===== src/rtl/stream_mux_arb_pkg.sv =====
`default_nettype none
// ============================================================================
// Module  : stream_mux_arb_pkg
// Brief   : Shared types and helpers for the stream_mux_arb block.
// Revision: 1.0 - initial release
// ============================================================================
package stream_mux_arb_pkg;

  typedef enum logic {MODE_FIXED = 1'b0, MODE_RR = 1'b1} mode_e;

  typedef enum logic {ARB_IDLE = 1'b0, ARB_LOCKED = 1'b1} arb_state_e;

  // Widest one-hot vector onehot2idx accepts; callers zero-extend into it.
  localparam int OH_MAX = 64;

  function automatic int onehot2idx(input logic [OH_MAX-1:0] oh);
    int idx;
    idx = 0;
    for (int i = 0; i < OH_MAX; i++) begin
      if (oh[i]) idx = i;
    end
    return idx;
  endfunction

endpackage
`default_nettype wire


===== src/rtl/stream_mux_arb_rr_arbiter.sv =====
`default_nettype none
// ============================================================================
// Module  : rr_arbiter
// Brief   : Combinational round-robin arbiter; first requester at or after ptr.
// Revision: 1.0 - initial release
// ============================================================================
module rr_arbiter
  import stream_mux_arb_pkg::*;
#(
  parameter int N = 8,
  localparam int SELW = $clog2(N)
) (
  input  logic [N-1:0]    req,
  input  logic [SELW-1:0] ptr,
  output logic [N-1:0]    gnt,
  output logic [SELW-1:0] gnt_idx
);

  always_comb begin
    logic            found;
    logic [SELW-1:0] cand;
    gnt     = '0;
    gnt_idx = '0;
    found   = 1'b0;
    cand    = '0;
    for (int k = 0; k < N; k++) begin
      cand = SELW'((int'(ptr) + k) % N);
      if (!found && req[cand]) begin
        gnt[cand] = 1'b1;
        gnt_idx   = cand;
        found     = 1'b1;
      end
    end
  end

endmodule
`default_nettype wire


===== src/rtl/stream_mux_arb.sv =====
`default_nettype none
// ============================================================================
// Module  : stream_mux_arb
// Brief   : N:1 valid/ready stream mux with fixed-select or round-robin
//           arbitration and a registered output stage. Defining
//           STREAM_MUX_ARB_LOCK_EN adds in_last/out_last and packet locking.
// Revision: 1.0 - initial release
// ============================================================================
module stream_mux_arb
  import stream_mux_arb_pkg::*;
#(
  parameter int N = 8,
  parameter int W = 6,
  localparam int SELW = $clog2(N)
) (
  input  logic            clk,
  input  logic            reset,
  input  logic            mode,
  input  logic [SELW-1:0] sel,
  input  logic [N*W-1:0]  in_data,
  input  logic [N-1:0]    in_valid,
  output logic [N-1:0]    in_ready,
`ifdef STREAM_MUX_ARB_LOCK_EN
  input  logic [N-1:0]    in_last,
  output logic            out_last,
`endif
  output logic [W-1:0]    out_data,
  output logic            out_valid,
  input  logic            out_ready,
  output logic [SELW-1:0] out_src
);

  logic [W-1:0]    out_data_q,  out_data_d;
  logic            out_valid_q, out_valid_d;
  logic [SELW-1:0] out_src_q,   out_src_d;
  logic [SELW-1:0] rr_ptr_q,    rr_ptr_d;

  logic [N-1:0]      rr_gnt;
  logic [SELW-1:0]   rr_idx;
  logic [N-1:0]      sel_gnt;
  logic [N-1:0]      lock_gnt;
  logic [N-1:0]      fixed_side;
  logic [OH_MAX-1:0] fixed_wide;
  logic [N-1:0]      grant;
  logic [N-1:0]      ready;
  logic              locked;
  logic              use_rr;
  logic              load;
  logic              xfer;
  logic              xfer_last;
  logic [SELW-1:0]   xfer_idx;
  logic [W-1:0]      xfer_data;

  rr_arbiter #(.N(N)) u_rr (
    .req     (in_valid),
    .ptr     (rr_ptr_q),
    .gnt     (rr_gnt),
    .gnt_idx (rr_idx)
  );

  // Out-of-range sel matches no channel, so it can never grant.
  always_comb begin
    sel_gnt = '0;
    for (int i = 0; i < N; i++) begin
      sel_gnt[i] = in_valid[i] && (sel == SELW'(i));
    end
  end

`ifdef STREAM_MUX_ARB_LOCK_EN
  arb_state_e      state_q,   state_d;
  logic [SELW-1:0] lock_ch_q, lock_ch_d;
  logic            out_last_q, out_last_d;

  assign locked    = (state_q == ARB_LOCKED);
  assign xfer_last = |(ready & in_last);
  assign out_last  = out_last_q;

  always_comb begin
    lock_gnt = '0;
    for (int i = 0; i < N; i++) begin
      lock_gnt[i] = in_valid[i] && (lock_ch_q == SELW'(i));
    end
  end

  always_comb begin
    state_d    = state_q;
    lock_ch_d  = lock_ch_q;
    out_last_d = out_last_q;
    if (xfer) out_last_d = xfer_last;
    case (state_q)
      ARB_IDLE: begin
        if (xfer && !xfer_last) begin
          state_d   = ARB_LOCKED;
          lock_ch_d = xfer_idx;
        end
      end
      ARB_LOCKED: begin
        if (xfer && xfer_last) state_d = ARB_IDLE;
      end
      default: state_d = ARB_IDLE;
    endcase
  end

  always_ff @(posedge clk) begin
    if (reset) begin
      state_q    <= ARB_IDLE;
      lock_ch_q  <= '0;
      out_last_q <= 1'b0;
    end else begin
      state_q    <= state_d;
      lock_ch_q  <= lock_ch_d;
      out_last_q <= out_last_d;
    end
  end
`else
  assign locked    = 1'b0;
  assign lock_gnt  = '0;
  assign xfer_last = 1'b1;
`endif

  assign load       = !out_valid_q || out_ready;
  assign use_rr     = (mode_e'(mode) == MODE_RR) && !locked;
  assign fixed_side = locked ? lock_gnt : sel_gnt;
  assign grant      = use_rr ? rr_gnt : fixed_side;
  assign ready      = (reset || !load) ? '0 : grant;
  assign xfer       = |ready;
  assign in_ready   = ready;

  always_comb begin
    fixed_wide         = '0;
    fixed_wide[N-1:0]  = fixed_side;
  end

  assign xfer_idx = use_rr ? rr_idx : SELW'(onehot2idx(fixed_wide));

  // ready is one-hot or zero, so an OR-reduction acts as the data mux.
  always_comb begin
    xfer_data = '0;
    for (int i = 0; i < N; i++) begin
      if (ready[i]) xfer_data = xfer_data | in_data[i*W +: W];
    end
  end

  always_comb begin
    out_valid_d = out_valid_q;
    out_data_d  = out_data_q;
    out_src_d   = out_src_q;
    rr_ptr_d    = rr_ptr_q;
    if (xfer) begin
      out_valid_d = 1'b1;
      out_data_d  = xfer_data;
      out_src_d   = xfer_idx;
      if (xfer_last) begin
        rr_ptr_d = (xfer_idx == SELW'(N-1)) ? '0 : xfer_idx + SELW'(1);
      end
    end else if (out_ready) begin
      out_valid_d = 1'b0;
    end
  end

  always_ff @(posedge clk) begin
    if (reset) begin
      out_valid_q <= 1'b0;
      out_data_q  <= '0;
      out_src_q   <= '0;
      rr_ptr_q    <= '0;
    end else begin
      out_valid_q <= out_valid_d;
      out_data_q  <= out_data_d;
      out_src_q   <= out_src_d;
      rr_ptr_q    <= rr_ptr_d;
    end
  end

  assign out_data  = out_data_q;
  assign out_valid = out_valid_q;
  assign out_src   = out_src_q;

endmodule
`default_nettype wire


===== config.mk =====
export PLATFORM = sky130hd
export DESIGN_NAME = stream_mux_arb
export DESIGN_NICKNAME = d
export VERILOG_FILES = /design/src/rtl/stream_mux_arb_pkg.sv /design/src/rtl/stream_mux_arb_rr_arbiter.sv /design/src/rtl/stream_mux_arb.sv
export SDC_FILE = /design/constraint.sdc
export NUM_CORES = 1
export LEC_CHECK = 0
export ABC_AREA = 1
export CAP_MARGIN = 20
export CORE_MARGIN = 2
export CORE_UTILIZATION = 46
export DETAILED_ROUTE_END_ITERATION = 12
export PLACE_DENSITY = 0.76
export SYNTH_ARGS = -nofsm -noshare
export SYNTH_HDL_FRONTEND = slang
export SYNTH_SLANG_ARGS = --single-unit
export TNS_END_PERCENT = 50

===== constraint.sdc =====
create_clock -name clk -period 3.1 [get_ports clk]
set_clock_uncertainty 0.2 [all_clocks]
set_input_delay 0.31 -clock clk [delete_from_list [all_inputs] [get_ports clk]]
set_output_delay 0.31 -clock clk [all_outputs]
set_load 0.1 [all_outputs]

==> results.toml <==
[global_route]
grt_pass1_wl_mm = 19.51
grt_start_max_net_pins = 15
grt_use_total = 0.3283
grt_pass1_vias = 4072
gr-total-overflow = 0
antenna_found_initial = 0

[setup_path]
crit_chain = "inv_4 -> ha_4 -> inv_6 -> buf_4 -> buf_4 -> nor3_1 -> nand3_1 -> nand2_1 -> inv_1 -> nand2_1 -> nor2_1 -> nand2_1 -> nor2_2 -> nand2_4 -> nand2_2 -> clkinvlp_4 -> buf_12"
rr_startpoint = "rr_ptr_q[0]$_SDFFE_PP0P_"
path_max_fanout = 9
critical_path_class = "flip-flop to output port"
start_kind = "flip-flop"
slowest_stage = "dfxtp_4"
cp_top_family = "simple AND/OR/NAND/NOR gates"
worstPathRequired_ps = 2590
rrSetupSlack_ps = -10
worst_r2r_endpoint = "rr_ptr_q[2]$_SDFFE_PP0P_"
r2r_cells = 21
arrival_ps = 2620
end_kind = "output port"
cpMostUsedCell = "nand2_1"
max_stage_delay_ps = 390
crit_buf_inv = 7
startpoint = "rr_ptr_q[1]$_SDFFE_PP0P_"

[synth]
synth-simple-area-share = 0.6925
synthXorXnorAreaFrac = 0
async_flop_share = 0
synth.yosys.seq_area_share = 0.08493
yosysWarnings = 0
synth_fp_nets = 615
synthMuxAreaShare = 0
synth-edff-count = 0
syn_inst = 544
synthesis.area_um2 = 3064
synth_compound_area_frac = 0.05839
ys_types = 31
syn_avg_cell_area_um2 = 5.633
synthAdderAreaFrac = 0.03267
ys.flop_type = "dfxtp_1"
yosys_register_bits = 13
synth_top_family_by_area = "simple AND/OR/NAND/NOR gates"

[timing]
fin_ws_ps = -26.34
worst_pin_slew_ps = 496.4
fin_crit_ps = 3126
final.period_utilization = 1.008
finalSetupViolations = 3
fmax_mhz = 319.9
holdWs_ps = 281.0
rsz0062_at_grt = "yes"
final-hold-violation-count = 0
maxSlewHeadroom = 0.6691
maxSlewViolCount = 0

[min_path]
hold_path.startpoint = "out_src[2]$_SDFFE_PP0P_"
hold_class = "flip-flop to flip-flop"
min_path_cells = 2
whs_endpoint = "out_src[2]$_SDFFE_PP0P_"

[floorplanning]
ioPinCount = 81
dieArea_um2 = 7330
coreArea_um2 = 6386
initial_core_util = 0.4798
die_x_um = 85.62
die_y_um = 85.62
fp-row-count = 29

[placed_design]
portBuffers = 80
hpwlAfterDp_mm = 10.01
preCtsSetupSlack_ps = -187.2
gp_congestion = 1.005
postPlaceCellArea_um2 = 4433

[detailed_routing]
post_drt_wl_per_cell_um = 16.56
ant_nets = 0
dr.pass1.iters = 5
vias = 4376
drc = 0
drt-initial-drc-count = 408
vias_per_cell = 5.698
wirelength_mm = 12.72

[cells_and_area]
area_growth_syn_to_layout_pct = 64.27
num_antenna_cells = 0
final_common_cell = "nand2_1"
fin_area_um2 = 5034
drive_gt1_frac = 0.3748
fin_nets = 763
layout_common_cells = "nand2_1, buf_4, nand3_1, clkdlybuf4s50_1, nor2_1"
fillCellCount = 469

[status]
violations = "negative setup slack"
outcome = "complete, but fails checks"

[clock_network]
clock_path_buffers = 2
numCtsBuffers = 3
clk_pin_slew_ps = 60
cts_tree = "built"
clock_latency_ps = 250
cts_root_buf = "clkbuf_8"
cts_num_sinks = 13
h-tree-depth = 1

[power_and_ir_drop]
ir_worst_vdd_v = 0.0009064
power_density_nw_per_um2 = 1101
leakage_nw = 2.445

[flow_run]
max-cap-violations = 0
==> metrics by stage <==
step	power, W	cells	util	TNS [ps]
3_5_place_dp	0.004339	742	0.6942	-2414
3_3_place_gp	0.004270	742	0.6942	-909.6
5_1_grt	0.005854	768	0.7882	-994.3
2_1_floorplan	0.003099	544	-	0
4_1_cts	0.004748	755	0.7208	0
6_report	0.005544	768	0.7882	-53.44
==> cell usage after synthesis, types with 3 or more instances <==
| master | instances | area share |
|---|---|---|
| nand2_1 | 138 | 0.17 |
| inv_1 | 53 | 0.065 |
| nand2_2 | 16 | 0.033 |
| buf_6 | 7 | 0.026 |
| dfxtp_1 | 13 | 0.085 |
| buf_4 | 3 | 0.0073 |
| nor2_2 | 14 | 0.029 |
| nand3_1 | 91 | 0.15 |
| clkbuf_1 | 5 | 0.0061 |
| ha_1 | 8 | 0.033 |
| a21oi_1 | 16 | 0.026 |
| nor2_8 | 3 | 0.020 |
| nor3_1 | 17 | 0.028 |
| nor2_4 | 3 | 0.011 |
| nand2_4 | 15 | 0.055 |
| nand4_1 | 19 | 0.039 |
| o21ai_0 | 9 | 0.015 |
| inv_2 | 16 | 0.020 |
| nand3_2 | 18 | 0.059 |
| nor2_1 | 64 | 0.078 |
==> power by group <==
part           total [W]  internal (W)  switching, W
clock network   0.000155     0.0000889     0.0000665
logic            0.00509       0.00190       0.00319
registers       0.000296      0.000241     0.0000553
total            0.00554       0.00223       0.00331
==> layout make-up <==
type                       instances  area (um^2)  area share
tap                               77        96.34     0.01914
inverter                          72        339.1     0.06736
sequential                        13        267.8     0.05319
clock buffer                       3        41.29    0.008203
timing repair inverter             1        5.005   0.0009943
timing repair buffer             158         1523      0.3025
multi-input combinational        443         2756      0.5476
clock inverter                     1        5.005   0.0009943
==> routing by layer <==
layer,wire length [um],GRT usage,part of all wire,up-vias
met4,682,0.1111,0.054,0
met1,4785,0.4075,0.38,1956
li1,-,-,-,2080
met2,6251,0.5973,0.49,275
met5,0,0,0,-
met3,1003,0.02310,0.079,65
==> worst register-to-register path, delay by kind of cell, from the launching register on <==
family | cells | cell delay, ps
AO/OA/AOI/OAI | 1 | 80
adder cells (fa/ha/maj) | 3 | 640
buffers and inverters | 5 | 540
flip-flops | 1 | 380
AND/OR/NAND/NOR | 12 | 1170
==> state kept, by name, indices dropped and copies added (netlist names) <==
name,cells
out_src,3
rr_ptr_q,3
out_valid,1
out_data,6
==> logic make-up (layout without fill, tap and decap cells) <==
| kind of cell | Yosys count | after routing |
|---|---|---|
| AND/OR/NAND/NOR | 403 | 404 |
| adder cells (fa/ha/maj) | 8 | 8 |
| flip-flops | 13 | 13 |
| buffers and inverters | 89 | 235 |
| AO/OA/AOI/OAI | 31 | 31 |
==> what timing repair did <==
action,4_1_cts,5_1_grt
hold buffers,0,0
hold endpoints to repair,0,0
buffers inserted,9,11
pin swaps,7,32
gates cloned,0,2
endpoints found under the setup margin,21,21
resized for setup,8,80
==> how the worst max path moves through the flow <==
stage                                     to  slack, ps  cells past startpoint
CTS                              in_ready[3]         20                     17
floorplan                        in_ready[4]         10                     20
detailed placement  rr_ptr_q[2]$_SDFFE_PP0P_       -190                     17
global route        rr_ptr_q[2]$_SDFFE_PP0P_       -110                     21
global placement                 in_ready[5]        -90                     14
finish                           in_ready[6]        -30                     17
Note: power is estimated with default switching activity, not from simulation.
